File: src/rtl/branch_predictor_if.sv
// IF/ID-side signal bundle for the branch predictor: fetch lookup, ID-stage training and stats.
interface branch_predictor_if;
  logic [31:0] if_pc;
  logic        pred_hit;
  logic        pred_taken;
  logic [31:0] pred_target;
  logic        stall;
  logic        upd_valid;
  logic [31:0] upd_pc;
  logic        upd_taken;
  logic [31:0] upd_target;
  logic        upd_pred_taken;
  logic [31:0] upd_pred_target;
  logic        mispredict;
  logic [31:0] stat_branches;
  logic [31:0] stat_mispred;

  // Pipeline side.
  modport master (
    output if_pc, stall, upd_valid, upd_pc, upd_taken, upd_target, upd_pred_taken,
           upd_pred_target,
    input  pred_hit, pred_taken, pred_target, mispredict, stat_branches, stat_mispred
  );

  // Predictor side.
  modport slave (
    input  if_pc, stall, upd_valid, upd_pc, upd_taken, upd_target, upd_pred_taken,
           upd_pred_target,
    output pred_hit, pred_taken, pred_target, mispredict, stat_branches, stat_mispred
  );
endinterface

File: src/rtl/branch_predictor.sv
// Direct-mapped BTB with saturating direction counters, looked up combinationally from IF.
// Define BP_STATS_EN to build the resolved-branch / misprediction counters.
module branch_predictor #(
  parameter int unsigned ENTRIES = 16,
  parameter int unsigned TAG_W   = 8,
  parameter int unsigned CNT_W   = 2
) (
  input logic              clk,
  input logic              rst_n,
  branch_predictor_if.slave bp
);
  localparam int unsigned IDX_W = $clog2(ENTRIES);

  localparam logic [CNT_W-1:0] CTR_WNT = {1'b0, {(CNT_W-1){1'b1}}};
  localparam logic [CNT_W-1:0] CTR_WT  = {1'b1, {(CNT_W-1){1'b0}}};
  localparam logic [CNT_W-1:0] CTR_MAX = '1;
  localparam logic [CNT_W-1:0] CTR_MIN = '0;
  localparam logic [CNT_W-1:0] CTR_ONE = {{(CNT_W-1){1'b0}}, 1'b1};

  logic             valid_q  [ENTRIES];
  logic [TAG_W-1:0] tag_q    [ENTRIES];
  logic [29:0]      target_q [ENTRIES];
  logic [CNT_W-1:0] ctr_q    [ENTRIES];

  // Lookup
  logic [IDX_W-1:0] lk_idx;
  logic [TAG_W-1:0] lk_tag;
  logic             lk_hit;
  logic             lk_taken;

  assign lk_idx = bp.if_pc[IDX_W+1:2];
  assign lk_tag = bp.if_pc[IDX_W+TAG_W+1:IDX_W+2];

  always_comb begin
    lk_hit   = valid_q[lk_idx] && (tag_q[lk_idx] == lk_tag);
    lk_taken = lk_hit && ctr_q[lk_idx][CNT_W-1];
  end

  assign bp.pred_hit    = lk_hit;
  assign bp.pred_taken  = lk_taken;
  assign bp.pred_target = lk_taken ? {target_q[lk_idx], 2'b00} : bp.if_pc + 32'd4;

  // Training
  logic [IDX_W-1:0] upd_idx;
  logic [TAG_W-1:0] upd_tag;
  logic             upd_hit;
  logic             accept;
  logic [CNT_W-1:0] upd_ctr_d;

  assign upd_idx = bp.upd_pc[IDX_W+1:2];
  assign upd_tag = bp.upd_pc[IDX_W+TAG_W+1:IDX_W+2];
  assign upd_hit = valid_q[upd_idx] && (tag_q[upd_idx] == upd_tag);
  assign accept  = bp.upd_valid && !bp.stall;

  assign bp.mispredict = accept &&
      ((bp.upd_taken != bp.upd_pred_taken) ||
       (bp.upd_taken && bp.upd_pred_taken && (bp.upd_target != bp.upd_pred_target)));

  always_comb begin
    upd_ctr_d = ctr_q[upd_idx];
    if (bp.upd_taken) begin
      if (upd_ctr_d != CTR_MAX) upd_ctr_d = upd_ctr_d + CTR_ONE;
    end else if (upd_ctr_d != CTR_MIN) begin
      upd_ctr_d = upd_ctr_d - CTR_ONE;
    end
  end

  always_ff @(posedge clk or negedge rst_n) begin
    if (!rst_n) begin
      for (int unsigned i = 0; i < ENTRIES; i++) begin
        valid_q[i]  <= 1'b0;
        tag_q[i]    <= '0;
        target_q[i] <= '0;
        ctr_q[i]    <= CTR_WNT;
      end
    end else if (accept) begin
      if (upd_hit) begin
        ctr_q[upd_idx] <= upd_ctr_d;
        if (bp.upd_taken) target_q[upd_idx] <= bp.upd_target[31:2];
      end else if (bp.upd_taken) begin
        // Taken miss allocates over whatever lived at this index.
        valid_q[upd_idx]  <= 1'b1;
        tag_q[upd_idx]    <= upd_tag;
        target_q[upd_idx] <= bp.upd_target[31:2];
        ctr_q[upd_idx]    <= CTR_WT;
      end
    end
  end

`ifdef BP_STATS_EN
  logic [31:0] branches_q;
  logic [31:0] mispred_q;

  always_ff @(posedge clk or negedge rst_n) begin
    if (!rst_n) begin
      branches_q <= '0;
      mispred_q  <= '0;
    end else if (accept) begin
      if (branches_q != '1) branches_q <= branches_q + 32'd1;
      if (bp.mispredict && (mispred_q != '1)) mispred_q <= mispred_q + 32'd1;
    end
  end

  assign bp.stat_branches = branches_q;
  assign bp.stat_mispred  = mispred_q;
`else
  assign bp.stat_branches = 32'd0;
  assign bp.stat_mispred  = 32'd0;
`endif

  // PC bits outside index/tag and target alignment bits are intentionally ignored.
  logic unused_bits;
  assign unused_bits = ^{bp.if_pc, bp.upd_pc, bp.upd_target[1:0]};
endmodule
File: src/flat_wrapper.sv
// flat-port wrapper written by rule: the top's interface ports become plain ports
module branch_predictor_flat 
#(
  parameter int unsigned ENTRIES = 16,
  parameter int unsigned TAG_W   = 8,
  parameter int unsigned CNT_W   = 2
)
  (clk, rst_n, bp_if_pc, bp_stall, bp_upd_valid, bp_upd_pc, bp_upd_taken, bp_upd_target, bp_upd_pred_taken, bp_upd_pred_target, bp_pred_hit, bp_pred_taken, bp_pred_target, bp_mispredict, bp_stat_branches, bp_stat_mispred);
  branch_predictor_if bp_i ();
  input logic clk;
  input logic rst_n;
  input wire logic [$bits(bp_i.if_pc)-1:0] bp_if_pc;
  input wire logic [$bits(bp_i.stall)-1:0] bp_stall;
  input wire logic [$bits(bp_i.upd_valid)-1:0] bp_upd_valid;
  input wire logic [$bits(bp_i.upd_pc)-1:0] bp_upd_pc;
  input wire logic [$bits(bp_i.upd_taken)-1:0] bp_upd_taken;
  input wire logic [$bits(bp_i.upd_target)-1:0] bp_upd_target;
  input wire logic [$bits(bp_i.upd_pred_taken)-1:0] bp_upd_pred_taken;
  input wire logic [$bits(bp_i.upd_pred_target)-1:0] bp_upd_pred_target;
  output wire logic [$bits(bp_i.pred_hit)-1:0] bp_pred_hit;
  output wire logic [$bits(bp_i.pred_taken)-1:0] bp_pred_taken;
  output wire logic [$bits(bp_i.pred_target)-1:0] bp_pred_target;
  output wire logic [$bits(bp_i.mispredict)-1:0] bp_mispredict;
  output wire logic [$bits(bp_i.stat_branches)-1:0] bp_stat_branches;
  output wire logic [$bits(bp_i.stat_mispred)-1:0] bp_stat_mispred;
  assign bp_i.if_pc = bp_if_pc;
  assign bp_i.stall = bp_stall;
  assign bp_i.upd_valid = bp_upd_valid;
  assign bp_i.upd_pc = bp_upd_pc;
  assign bp_i.upd_taken = bp_upd_taken;
  assign bp_i.upd_target = bp_upd_target;
  assign bp_i.upd_pred_taken = bp_upd_pred_taken;
  assign bp_i.upd_pred_target = bp_upd_pred_target;
  assign bp_pred_hit = bp_i.pred_hit;
  assign bp_pred_taken = bp_i.pred_taken;
  assign bp_pred_target = bp_i.pred_target;
  assign bp_mispredict = bp_i.mispredict;
  assign bp_stat_branches = bp_i.stat_branches;
  assign bp_stat_mispred = bp_i.stat_mispred;
  branch_predictor #(.ENTRIES(ENTRIES), .TAG_W(TAG_W), .CNT_W(CNT_W)) u_core (.clk(clk), .rst_n(rst_n), .bp(bp_i));
endmodule
File: config.mk
export PLATFORM = sky130hd
export DESIGN_NAME = branch_predictor_flat
export DESIGN_NICKNAME = d
export VERILOG_FILES = /design/src/rtl/branch_predictor_if.sv /design/src/rtl/branch_predictor.sv /design/src/flat_wrapper.sv
export SDC_FILE = /design/constraint.sdc
export NUM_CORES = 1
export LEC_CHECK = 0
export ABC_AREA = 0
export CAP_MARGIN = 20
export CORE_ASPECT_RATIO = 1.4
export CORE_MARGIN = 2
export CORE_UTILIZATION = 35
export DETAILED_ROUTE_END_ITERATION = 7
export MAX_ROUTING_LAYER = met4
export PLACE_DENSITY = 0.55
export SETUP_SLACK_MARGIN = 0.02
export SYNTH_ARGS = -nofsm -noshare
export SYNTH_HDL_FRONTEND = slang
export SYNTH_SLANG_ARGS = --single-unit
File: constraint.sdc
create_clock -name clk -period 4.7 [get_ports clk]
set_input_delay 0.94 -clock clk [delete_from_list [all_inputs] [get_ports clk]]
set_output_delay 0.94 -clock clk [all_outputs]
set_load 0.02 [all_outputs]
==> run_results.csv <==
group,metric,value,unit
timing,fin_setup_tns,-2.92,ns
global_route,grt_pass1_wl,159000,um
power_and_ir_drop,ir_worst_vdd,0.261,mV
global_route,grt_max_degree,124,
logic_synthesis,yosys.area.top_type,"dfrtp_1",
power_and_ir_drop,combinationalPowerShare,16.1,%
layout,diodes,0,
logic_synthesis,synth_area_leaders,"dfrtp_1, mux4_2, mux2_2, nand2_1, clkbuf_1",
logic_synthesis,ys_ff_latch,656,
floorplanning,rows,134,
logic_synthesis,synthArstFlopShare,100,%
timing,period_share,104,%
clock_tree,ctsHtreeMaxLevel,3,
layout,fin_nets,3226,
detailed_routing,wl,105000,um
clock_tree,clk_pin_slew,0.06,ns
global_route,grt_remaining_overflow,0,
clock_tree,cts_made_buffers,71,
worst_hold_path,min_path_type,"primary input to asynchronous set/reset pin",
worst_setup_path,crit_end,"bp_pred_target[19]",
timing,rsz0062_at_grt,"true",
placed_design,dp_hpwl,66800,um
layout,layout_common_cells,"nand2_1, dfrtp_1, mux2_2",
logic_synthesis,synth_area,0.0334,sq mm
logic_synthesis,synthCells,2862,
clock_tree,worst_skew_pair.late_latency,0.63,ns
timing,fmax,205,MHz
detailed_routing,wl_per_cell,24.1,um
timing,max_slew_margin,30.4,%
worst_setup_path,cp-end-kind,"output pin",
worst_setup_path,critPathLaunch,"bp_if_pc[3]",
logic_synthesis,yosysWarnings,0,
clock_tree,cts-root-buf,"clkbuf_16",
placed_design,place_congestion,0.825,
timing,period_minus_slack,4.89,ns
timing,holdWs,0.306,ns
logic_synthesis,netlist-cell-type-count,58,
power_and_ir_drop,finalPower,0.0151,W
clock_tree,cts_buffer_depth,3,
timing,fin_ws,-0.187,ns
power_and_ir_drop,p_sw,0.00395,W
floorplanning,die_y,370,um
clock_tree,clkSinkCount,656,
layout,syn_to_final_growth,20.0,%
floorplanning,die_w,265,um
global_route,grt_pass1_vias,23900,
timing,worst_slew_pin_slew,1.04,ns
worst_setup_path,critPathKind,"primary input to output pin",
detailed_routing,dr.pass1.iters,8,
global_route,track_usage,22.4,%
placed_design,dp.cells,4225,
logic_synthesis,seq_area_frac_synth,49.2,%
worst_setup_path,cp-start-kind,"primary input",
detailed_routing,drc,0,
worst_setup_path,reg2reg_from,"u_core.tag_q[15]$_DFFE_PN0P_",
floorplanning,num_io_pins,233,
global_route,antenna_found_initial,0,
detailed_routing,vias_per_cell,5.29,
clock_tree,ctsHoldBuffers,0,
layout,fin_cells,4366,
timing,slew_viol_final,0,
logic_synthesis,synth_area_per_cell,11.7,sq um
logic_synthesis,netlist.area_leader.share,47.9,%
worst_setup_path,worstReg2RegEnd,"u_core.tag_q[117]$_DFFE_PN0P_",
timing,finClkSkew,0.0159,ns
worst_setup_path,worstPathRequired,3.76,ns
worst_setup_path,cp_data_arrival_time,3.95,ns
power_and_ir_drop,leakage,18.9,nW
timing,setup_viol,30,
detailed_routing,vias,23100,
placed_design,port_buffers,148,
detailed_routing,drt_iter0_markers,1796,
worst_setup_path,rrSetupSlack,1.57,ns
clock_tree,cts_tree,"yes",
logic_synthesis,synth-edff-count,0,
power_and_ir_drop,p_clk_share,38.8,%
detailed_routing,final_antenna_net_count,0,
power_and_ir_drop,p_int,0.0112,W
job,drv_cap,0,
layout,drive_gt1_share,33.9,%
worst_setup_path,reg2regPathDepth,8,
floorplanning,start_util,35.2,%
power_and_ir_drop,swShare,26.1,%
floorplanning,die_area,0.0980,sq mm
power_and_ir_drop,p_per_area,378,mW/mm^2
floorplanning,core,0.0951,sq mm
worst_setup_path,path_max_fanout,7,
status,status,"finished with violations",
timing,finalHoldViolations,0,
layout,layout_commonest_cell,"nand2_1",
power_and_ir_drop,sequentialPowerShare,45.1,%
status,violations,"negative setup slack",
logic_synthesis,ys.flop_type,"dfrtp_1",
[cells in the mapped netlist, types with 18 or more instances]
cell      number
mux2_2       320
buf_2         27
mux2i_1       42
buf_1         41
nand3_1       22
nand2_1      939
or2_2         18
mux4_2       225
nor2_1        39
a21oi_1       24
clkbuf_1     155
dfrtp_1      640
mux2_4        20
xor2_1        18
xnor2_1       62
buf_4         72
[worst max-delay path, stage by stage]
cell       delay [ns]
clkbuf_16        0.13
mux4_2           0.50
mux4_2           0.51
xnor2_2          0.16
inv_1            0.05
or3b_4           0.38
nor4_4           0.36
buf_12           0.22
buf_12           0.12
buf_12           0.11
mux2_4           0.31
buf_6            0.13
[power by group through the flow]
stage          logic (W)  registers (W)  clock network (W)
6_report         0.00244        0.00683            0.00587
5_1_grt          0.00267        0.00691            0.00621
4_1_cts          0.00246        0.00682            0.00598
3_5_place_dp     0.00244        0.00692                  0
3_3_place_gp     0.00240        0.00690                  0
2_1_floorplan    0.00169        0.00676                  0
[metrics by stage]
stage	cell area, sq um	worst slack, ns	util (%)
global route	40100	-0.278	42.2
detailed placement	37400	-0.633	39.4
CTS	40000	-0.120	42.1
finish	40100	-0.187	42.2
global placement	37400	-0.662	39.4
floorplan	33700	0.0273	-
[cells by family (layout without fill, tap and decap cells)]
family	Yosys count	in the layout	share of synthesized area, %
and+or+nand+nor	1083	1083	13.0
DFF	656	656	49.2
muxes	618	618	28.7
buffers and inverters	315	532	4.54
AOI/OAI and AO/OA	106	106	2.42
xor gates and xnor gates	80	80	2.10
adders and majority gates	3	3	0.105
other	1	64	0.0112
[sequential cells by signal, indices dropped and copies added, names as in the netlist]
signal           count
u_core.ctr_q        32
u_core.tag_q       128
u_core.target_q    480
u_core.valid_q      16
[worst min-delay path by stage]
| stage | slack, ns | start | endpoint |
|---|---|---|---|
| 6_report | 0.31 | rst_n | u_core.target_q[25]$_DFFE_PN0P_ |
| 5_1_grt | 0.35 | rst_n | u_core.target_q[27]$_DFFE_PN0P_ |
| 4_1_cts | 0.33 | rst_n | u_core.target_q[27]$_DFFE_PN0P_ |
| 3_5_place_dp | 0.46 | u_core.target_q[56]$_DFFE_PN0P_ | u_core.target_q[56]$_DFFE_PN0P_ |
| 3_3_place_gp | 0.45 | u_core.target_q[32]$_DFFE_PN0P_ | u_core.target_q[32]$_DFFE_PN0P_ |
| 2_1_floorplan | 0.44 | u_core.target_q[159]$_DFFE_PN0P_ | u_core.target_q[159]$_DFFE_PN0P_ |
[final cells by class]
type                       instances  area, sq um
timing repair buffer             391         3790
multi-input combinational       1954        15900
fill                            8838        55000
sequential                       656        16400
clock inverter                    18          297
inverter                          16         60.1
clock buffer                     107         2130
tap                             1224         1530
[timing repair]
item / CTS / global route
resized for setup: 184 / 42
setup endpoints to repair: 34 / 34
pin swaps: 5 / 3
cloned: 1 / 0
setup buffers: 17 / 2
[layer usage]
| metal | wire, um | GRT usage, % | share of wire (%) |
|---|---|---|---|
| met1 | 44500 | 29.0 | 42 |
| met2 | 52700 | 37.2 | 50 |
| met3 | 5680 | 2.85 | 5.4 |
| met4 | 2390 | 6.07 | 2.3 |
| met5 | 0 | - | 0 |
Note: power is estimated with default switching activity, not from simulation.
